<file path="src/rtl/acia_host_sequencer.sv">
// Bus master for one acia: programs the control register, then polls status,
// drains received bytes and writes round-robin arbitrated requester bytes to the TDR.
module acia_host_sequencer #(
    parameter logic [7:0] CR_INIT = 8'h15,
    parameter int         E_DIV   = 4,
    parameter logic [5:0] SETTLE  = 6'd32
) (
    input  logic       clk,
    input  logic       reset,
    input  logic       req0,
    input  logic       req1,
    input  logic [7:0] data0,
    input  logic [7:0] data1,
    output logic       ack0,
    output logic       ack1,
    output logic [7:0] rx_data,
    output logic       rx_valid,
    output logic [1:0] rx_err,
    output logic       init_done,
    output logic       acia_E,
    output logic       acia_sel,
    output logic       acia_rs,
    output logic       acia_rw,
    output logic [7:0] acia_din,
    input  logic [7:0] acia_dout
);

    typedef enum logic [2:0] {
        S_MR,
        S_CFG,
        S_STAT,
        S_DECIDE,
        S_RDATA,
        S_WDATA,
        S_WAIT
    } state_t;

    // Phase counter is one bit wider than 4 so that E_DIV up to 15 still fits 2*E_DIV-1.
    localparam int            PW      = 5;
    localparam logic [PW-1:0] PH_LAST = PW'(2 * E_DIV - 1);
    localparam logic [PW-1:0] PH_E    = PW'(E_DIV);

    state_t        r_state;
    state_t        w_state_next;

    logic [PW-1:0] r_phase;
    logic          r_active;
    logic          r_sel;
    logic          r_rs;
    logic          r_rw;
    logic [7:0]    r_din;

    logic          r_rdrf;
    logic          r_tdre;
    logic [1:0]    r_st_err;
    logic [5:0]    r_settle;
    logic          r_rr;
    logic          r_win;
    logic [7:0]    r_tx_byte;
    logic [7:0]    r_rx_data;
    logic          r_rx_valid;
    logic [1:0]    r_rx_err;
    logic          r_init_done;

    logic          w_done;
    logic          w_bus_en;
    logic          w_bus_rs;
    logic          w_bus_rw;
    logic [7:0]    w_bus_din;
    logic          w_grant;
    logic          w_pick1;

    assign w_done  = r_active && (r_phase == PH_LAST);
    assign w_grant = (r_state == S_DECIDE) && !r_rdrf && r_tdre && (req0 || req1);
    assign w_pick1 = req1 && (!req0 || r_rr);

    // State register
    always_ff @(posedge clk) begin
        if (reset) begin
            r_state <= S_MR;
        end else begin
            r_state <= w_state_next;
        end
    end

    // Next-state logic
    always_comb begin
        w_state_next = r_state;
        case (r_state)
            S_MR:     if (w_done) w_state_next = S_CFG;
            S_CFG:    if (w_done) w_state_next = S_STAT;
            S_STAT:   if (w_done) w_state_next = S_DECIDE;
            S_DECIDE: begin
                if (r_rdrf) begin
                    w_state_next = S_RDATA;
                end else if (r_tdre && (req0 || req1)) begin
                    w_state_next = S_WDATA;
                end else begin
                    w_state_next = S_STAT;
                end
            end
            S_RDATA:  if (w_done) w_state_next = S_STAT;
            S_WDATA:  if (w_done) w_state_next = S_WAIT;
            S_WAIT:   if (r_settle == (SETTLE - 6'd1)) w_state_next = S_STAT;
            default:  w_state_next = S_MR;
        endcase
    end

    // Output decode: which bus cycle the current state wants
    always_comb begin
        w_bus_en  = 1'b0;
        w_bus_rs  = 1'b0;
        w_bus_rw  = 1'b1;
        w_bus_din = 8'h00;
        case (r_state)
            S_MR: begin
                w_bus_en  = 1'b1;
                w_bus_rw  = 1'b0;
                w_bus_din = 8'h03;
            end
            S_CFG: begin
                w_bus_en  = 1'b1;
                w_bus_rw  = 1'b0;
                w_bus_din = CR_INIT;
            end
            S_STAT: begin
                w_bus_en  = 1'b1;
            end
            S_RDATA: begin
                w_bus_en  = 1'b1;
                w_bus_rs  = 1'b1;
            end
            S_WDATA: begin
                w_bus_en  = 1'b1;
                w_bus_rs  = 1'b1;
                w_bus_rw  = 1'b0;
                w_bus_din = r_tx_byte;
            end
            default: begin
                w_bus_en  = 1'b0;
            end
        endcase
    end

    // Bus cycle engine; a new cycle only starts from idle, giving one sel-low clk between cycles.
    always_ff @(posedge clk) begin
        if (reset) begin
            r_active <= 1'b0;
            r_phase  <= '0;
            r_sel    <= 1'b0;
            r_rs     <= 1'b0;
            r_rw     <= 1'b1;
            r_din    <= 8'h00;
        end else if (r_active) begin
            if (w_done) begin
                r_active <= 1'b0;
                r_sel    <= 1'b0;
                r_phase  <= '0;
            end else begin
                r_phase  <= r_phase + 1'b1;
            end
        end else if (w_bus_en) begin
            r_active <= 1'b1;
            r_sel    <= 1'b1;
            r_phase  <= '0;
            r_rs     <= w_bus_rs;
            r_rw     <= w_bus_rw;
            r_din    <= w_bus_din;
        end
    end

    // Status latch, arbitration, receive capture and settle timer
    always_ff @(posedge clk) begin
        if (reset) begin
            r_rdrf      <= 1'b0;
            r_tdre      <= 1'b0;
            r_st_err    <= 2'b00;
            r_settle    <= 6'd0;
            r_rr        <= 1'b0;
            r_win       <= 1'b0;
            r_tx_byte   <= 8'h00;
            r_rx_data   <= 8'h00;
            r_rx_valid  <= 1'b0;
            r_rx_err    <= 2'b00;
            r_init_done <= 1'b0;
        end else begin
            r_rx_valid <= 1'b0;
            if (w_done && (r_state == S_CFG)) begin
                r_init_done <= 1'b1;
            end
            if (w_done && (r_state == S_STAT)) begin
                r_rdrf   <= acia_dout[0];
                r_tdre   <= acia_dout[1];
                r_st_err <= acia_dout[5:4];
            end
            if (w_done && (r_state == S_RDATA)) begin
                r_rx_data  <= acia_dout;
                r_rx_err   <= r_st_err;
                r_rx_valid <= 1'b1;
            end
            if (w_grant) begin
                r_win     <= w_pick1;
                r_tx_byte <= w_pick1 ? data1 : data0;
                if (req0 && req1) begin
                    r_rr <= ~r_rr;
                end
            end
            if (r_state == S_WAIT) begin
                r_settle <= r_settle + 6'd1;
            end else begin
                r_settle <= 6'd0;
            end
        end
    end

    assign acia_E    = r_active && (r_phase >= PH_E);
    assign acia_sel  = r_sel;
    assign acia_rs   = r_rs;
    assign acia_rw   = r_rw;
    assign acia_din  = r_din;
    // Ack marks the TDR write completing this clk; suppressed if reset aborts it.
    assign ack0      = w_done && (r_state == S_WDATA) && !r_win && !reset;
    assign ack1      = w_done && (r_state == S_WDATA) &&  r_win && !reset;
    assign rx_data   = r_rx_data;
    assign rx_valid  = r_rx_valid;
    assign rx_err    = r_rx_err;
    assign init_done = r_init_done;

endmodule

</file>
<file path="config.mk">
export PLATFORM = sky130hd
export DESIGN_NAME = acia_host_sequencer
export DESIGN_NICKNAME = d
export VERILOG_FILES = /design/src/rtl/acia_host_sequencer.sv
export SDC_FILE = /design/constraint.sdc
export NUM_CORES = 1
export LEC_CHECK = 0
export CORE_ASPECT_RATIO = 0.7
export CORE_UTILIZATION = 51
export CTS_BUF_LIST = sky130_fd_sc_hd__clkbuf_2
export DETAILED_ROUTE_END_ITERATION = 8
export DONT_BUFFER_PORTS = 1
export GPL_ROUTABILITY_DRIVEN = 0
export GPL_TIMING_DRIVEN = 0
export PLACE_DENSITY = 0.77
export SYNTH_ARGS = -nofsm -noshare
export SYNTH_HDL_FRONTEND = slang
export SYNTH_SLANG_ARGS = --single-unit
</file>
<file path="constraint.sdc">
create_clock -name clk -period 2.8 [get_ports clk]
set_input_delay 0.28 -clock clk [delete_from_list [all_inputs] [get_ports clk]]
set_output_delay 0.28 -clock clk [all_outputs]
set_load 0.01 [all_outputs]
</file>
==> flow_metrics.py <==
metrics = {
    "sta": {
        "slew_violations": 0,
        "min_period_ns": 2.289,
        "finalSetupTns_ns": 0,
        "rsz0062_at_grt": "no",
        "worstMarginPinSlew_ns": 0.5878,
        "hold_ws_ns": 0.05970,
        "clock_skew_ns": 0.02559,
        "post-route-period-util_pct": 81.74,
        "setup_viol": 0,
        "slew_headroom_pct": 60.81,
        "max_freq_mhz": 436.9,
        "fin_ws_ns": 0.5112,
        "finalHoldViolCount": 0,
    },
    "logic_synthesis": {
        "synthesis.nets": 275,
        "synth.avg_cell_area_um2": 9.194,
        "synth.top_cell.area_share_pct": 46.40,
        "synth.most_common_cell": "dfxtp_1",
        "synth-edff-count": 0,
        "synthArstFlopShare_pct": 0,
        "yosys_warnings": 0,
        "synth_commonest_cells": "dfxtp_1 (52), nor2_1 (43), mux2i_1 (24)",
        "syn_inst": 244,
        "synth.area.top_cells": "dfxtp_1 (46%), mux2i_1 (11%), nor2_1 (7.2%), a211oi_1 (3.7%), a21oi_1 (3.1%)",
        "syn-cell-area_um2": 2243,
        "yosysTopAreaCell": "dfxtp_1",
        "ys_types": 46,
        "ys_seq_area_share_pct": 46.40,
        "ys.flop_type": "dfxtp_1",
        "ys_seq_elements": 52,
    },
    "clock_tree": {
        "cts_setup_buffers": 0,
        "cts_buffers": 5,
        "clkLatencyLatePin_ns": 0.44,
        "cts_tree": "done",
        "cts.clk_slew.worst_paths_ns": 0.24,
        "cts.sink_count": 52,
        "clk_path_buf_depth": 2,
        "h-tree-depth": 2,
        "cts-root-buf": "clkbuf_2",
    },
    "critical_path": {
        "worst-path-buf-inv": 1,
        "crit_start": "r_phase[0]",
        "critPathTopFamily": "simple AND/OR/NAND/NOR gates",
        "cp_cell_sequence": "ha_1 > and2_0 > clkbuf_2 > nand2_2 > nor4_1",
        "start_kind": "register",
        "r2r-start": "r_phase[0]",
        "worstPathRequired_ns": 2.52,
        "endpoint": "ack1",
        "crit_cells": 5,
        "max_stage_delay_ns": 0.49,
        "reg2reg_to": "r_st_err[1]",
        "rrSetupSlack_ns": 1.05,
        "critical_path_class": "register to primary output",
        "arrival_ns": 2.01,
        "cp-end-kind": "primary output",
        "cp_slowest_cell": "nor4_1",
        "critPathMaxFanout": 7,
        "r2r_cells": 6,
    },
    "pwr": {
        "vdd_drop_max_v": 0.0003300,
        "p_total_mw": 1.196,
        "leakagePower_nw": 1.021,
        "p_per_area_nw_per_um2": 487.1,
    },
    "routing": {
        "wl_per_cell_um": 14.96,
        "drc_errors": 0,
        "first_iter_violations": 138,
        "vias": 1784,
        "antenna_left": 0,
        "routed_wl_mm": 4.669,
        "via_per_inst": 5.718,
        "detail_route.first_pass.iterations": 4,
    },
    "global_routing": {
        "track_usage_pct": 22.23,
        "grt_overflow": 0,
        "use_met2_pct": 30.83,
        "use_met3_pct": 7.040,
        "top_usage_layer": "met1",
        "met1_usage_pct": 32.10,
        "grt_antenna_before_repair": 0,
        "grt_start_max_net_pins": 17,
        "grt_pass1_vias": 1644,
        "grt_pass1_wl_mm": 7.748,
    },
    "min_path": {
        "hold_class": "input pin to register",
    },
    "floorplan": {
        "dieHeight_um": 57.49,
        "start_util_pct": 55.19,
        "core.rowCount": 19,
        "die_w_um": 81.27,
        "coreArea_um2": 4065,
        "ios": 54,
        "die_area_um2": 4672,
    },
    "status": {
        "status": "finished clean",
    },
    "placed_design": {
        "place_ws_ns": 1.001,
        "port_buffers": 0,
        "dp.cells": 296,
        "post_dp_cell_area_um2": 2308,
        "dpl.hpwl_mm": 3.369,
    },
    "layout": {
        "fillCellCount": 360,
        "fin_cells": 312,
        "stdcell_area_um2": 2456,
        "postLayoutCoreUtil_pct": 60.42,
        "drive_above_1_share_pct": 8.077,
        "insertedDiodeCount": 0,
        "multi_input_area_um2": 1079,
        "ff_latch_area_um2": 1041,
        "nets": 290,
        "area_growth_pct": 9.481,
    },
    "flow_run": {
        "drv_cap": 0,
    },
}
-- cell usage in the layout, fill, tap and decap left out, types with 4 or more instances in the layout --
cell,netlist,routed
dfxtp_1,52,52
nor2_1,43,43
mux2i_1,24,24
a21oi_1,14,14
inv_1,12,12
a211oi_1,11,11
nor3_1,9,9
dlygate4sd3_1,0,8
clkbuf_1,7,7
nand2_1,7,7
clkbuf_2,1,6
nand3_1,5,5
o21ai_0,4,4
xor2_1,4,4
a22o_1,4,4
-- sequential cells by signal, indices dropped and copies added (netlist names), 2 cells and up --
name	cells
acia_din	8
r_phase	5
r_st_err	2
r_settle	6
r_tx_byte	8
r_state	3
rx_err	2
rx_data	8
-- report_power, final --
part	internal, mW	leakage [nW]	total [mW]	switching (mW)
Sequential	0.749	0.421	0.756	0.00724
Clock	0.150	0.0406	0.383	0.233
Combinational	0.0243	0.560	0.0572	0.0330
Total	0.923	1.02	1.20	0.273
-- worst min-delay path by stage --
stage	start	to	slack, ns	depth (start not counted)
3_5_place_dp	acia_dout[1]	rx_data[1]	0.43	2
2_1_floorplan	r_settle[0]	r_settle[0]	0.42	1
3_3_place_gp	acia_dout[5]	r_st_err[1]	0.43	2
5_1_grt	data1[5]	r_tx_byte[5]	0.009	2
6_report	data1[7]	r_tx_byte[7]	0.06	2
4_1_cts	data1[7]	r_tx_byte[7]	0.05	2
-- cell families (layout without fill, tap and decap cells) --
logic type	count (synthesis)	count (layout)	share of synthesized area, %
muxes	25	25	11.38
adders and majority gates	3	3	1.673
and+or+nand+nor	85	85	18.24
buffers and inverters	26	42	5.521
DFF	52	52	46.40
xor gates and xnor gates	6	6	2.342
AOI/OAI and AO/OA	47	47	14.45
-- final cells by class --
cell class              count  area share (%)
plain buffers              14           3.209
clock buffers               5           1.019
repair buffers              8           3.260
flip-flops and latches     52           42.38
well taps                  52           2.649
inverters                  12           1.834
clock inverters             3           1.732
multi-input cells         166           43.91
-- timing repair --
item / in CTS / in global routing
endpoints found under the hold margin: 12 / 0
resized for setup: 0 / 0
hold buffers: 8 / 0
-- per-layer routing --
layer	up-vias	wire length [um]	share of wire, %
met2	68	1983	42
met1	820	2221	48
met3	7	411	8.8
met5	-	0	0
li1	889	-	-
met4	0	53	1.1
Note: power is estimated with default switching activity, not from simulation.
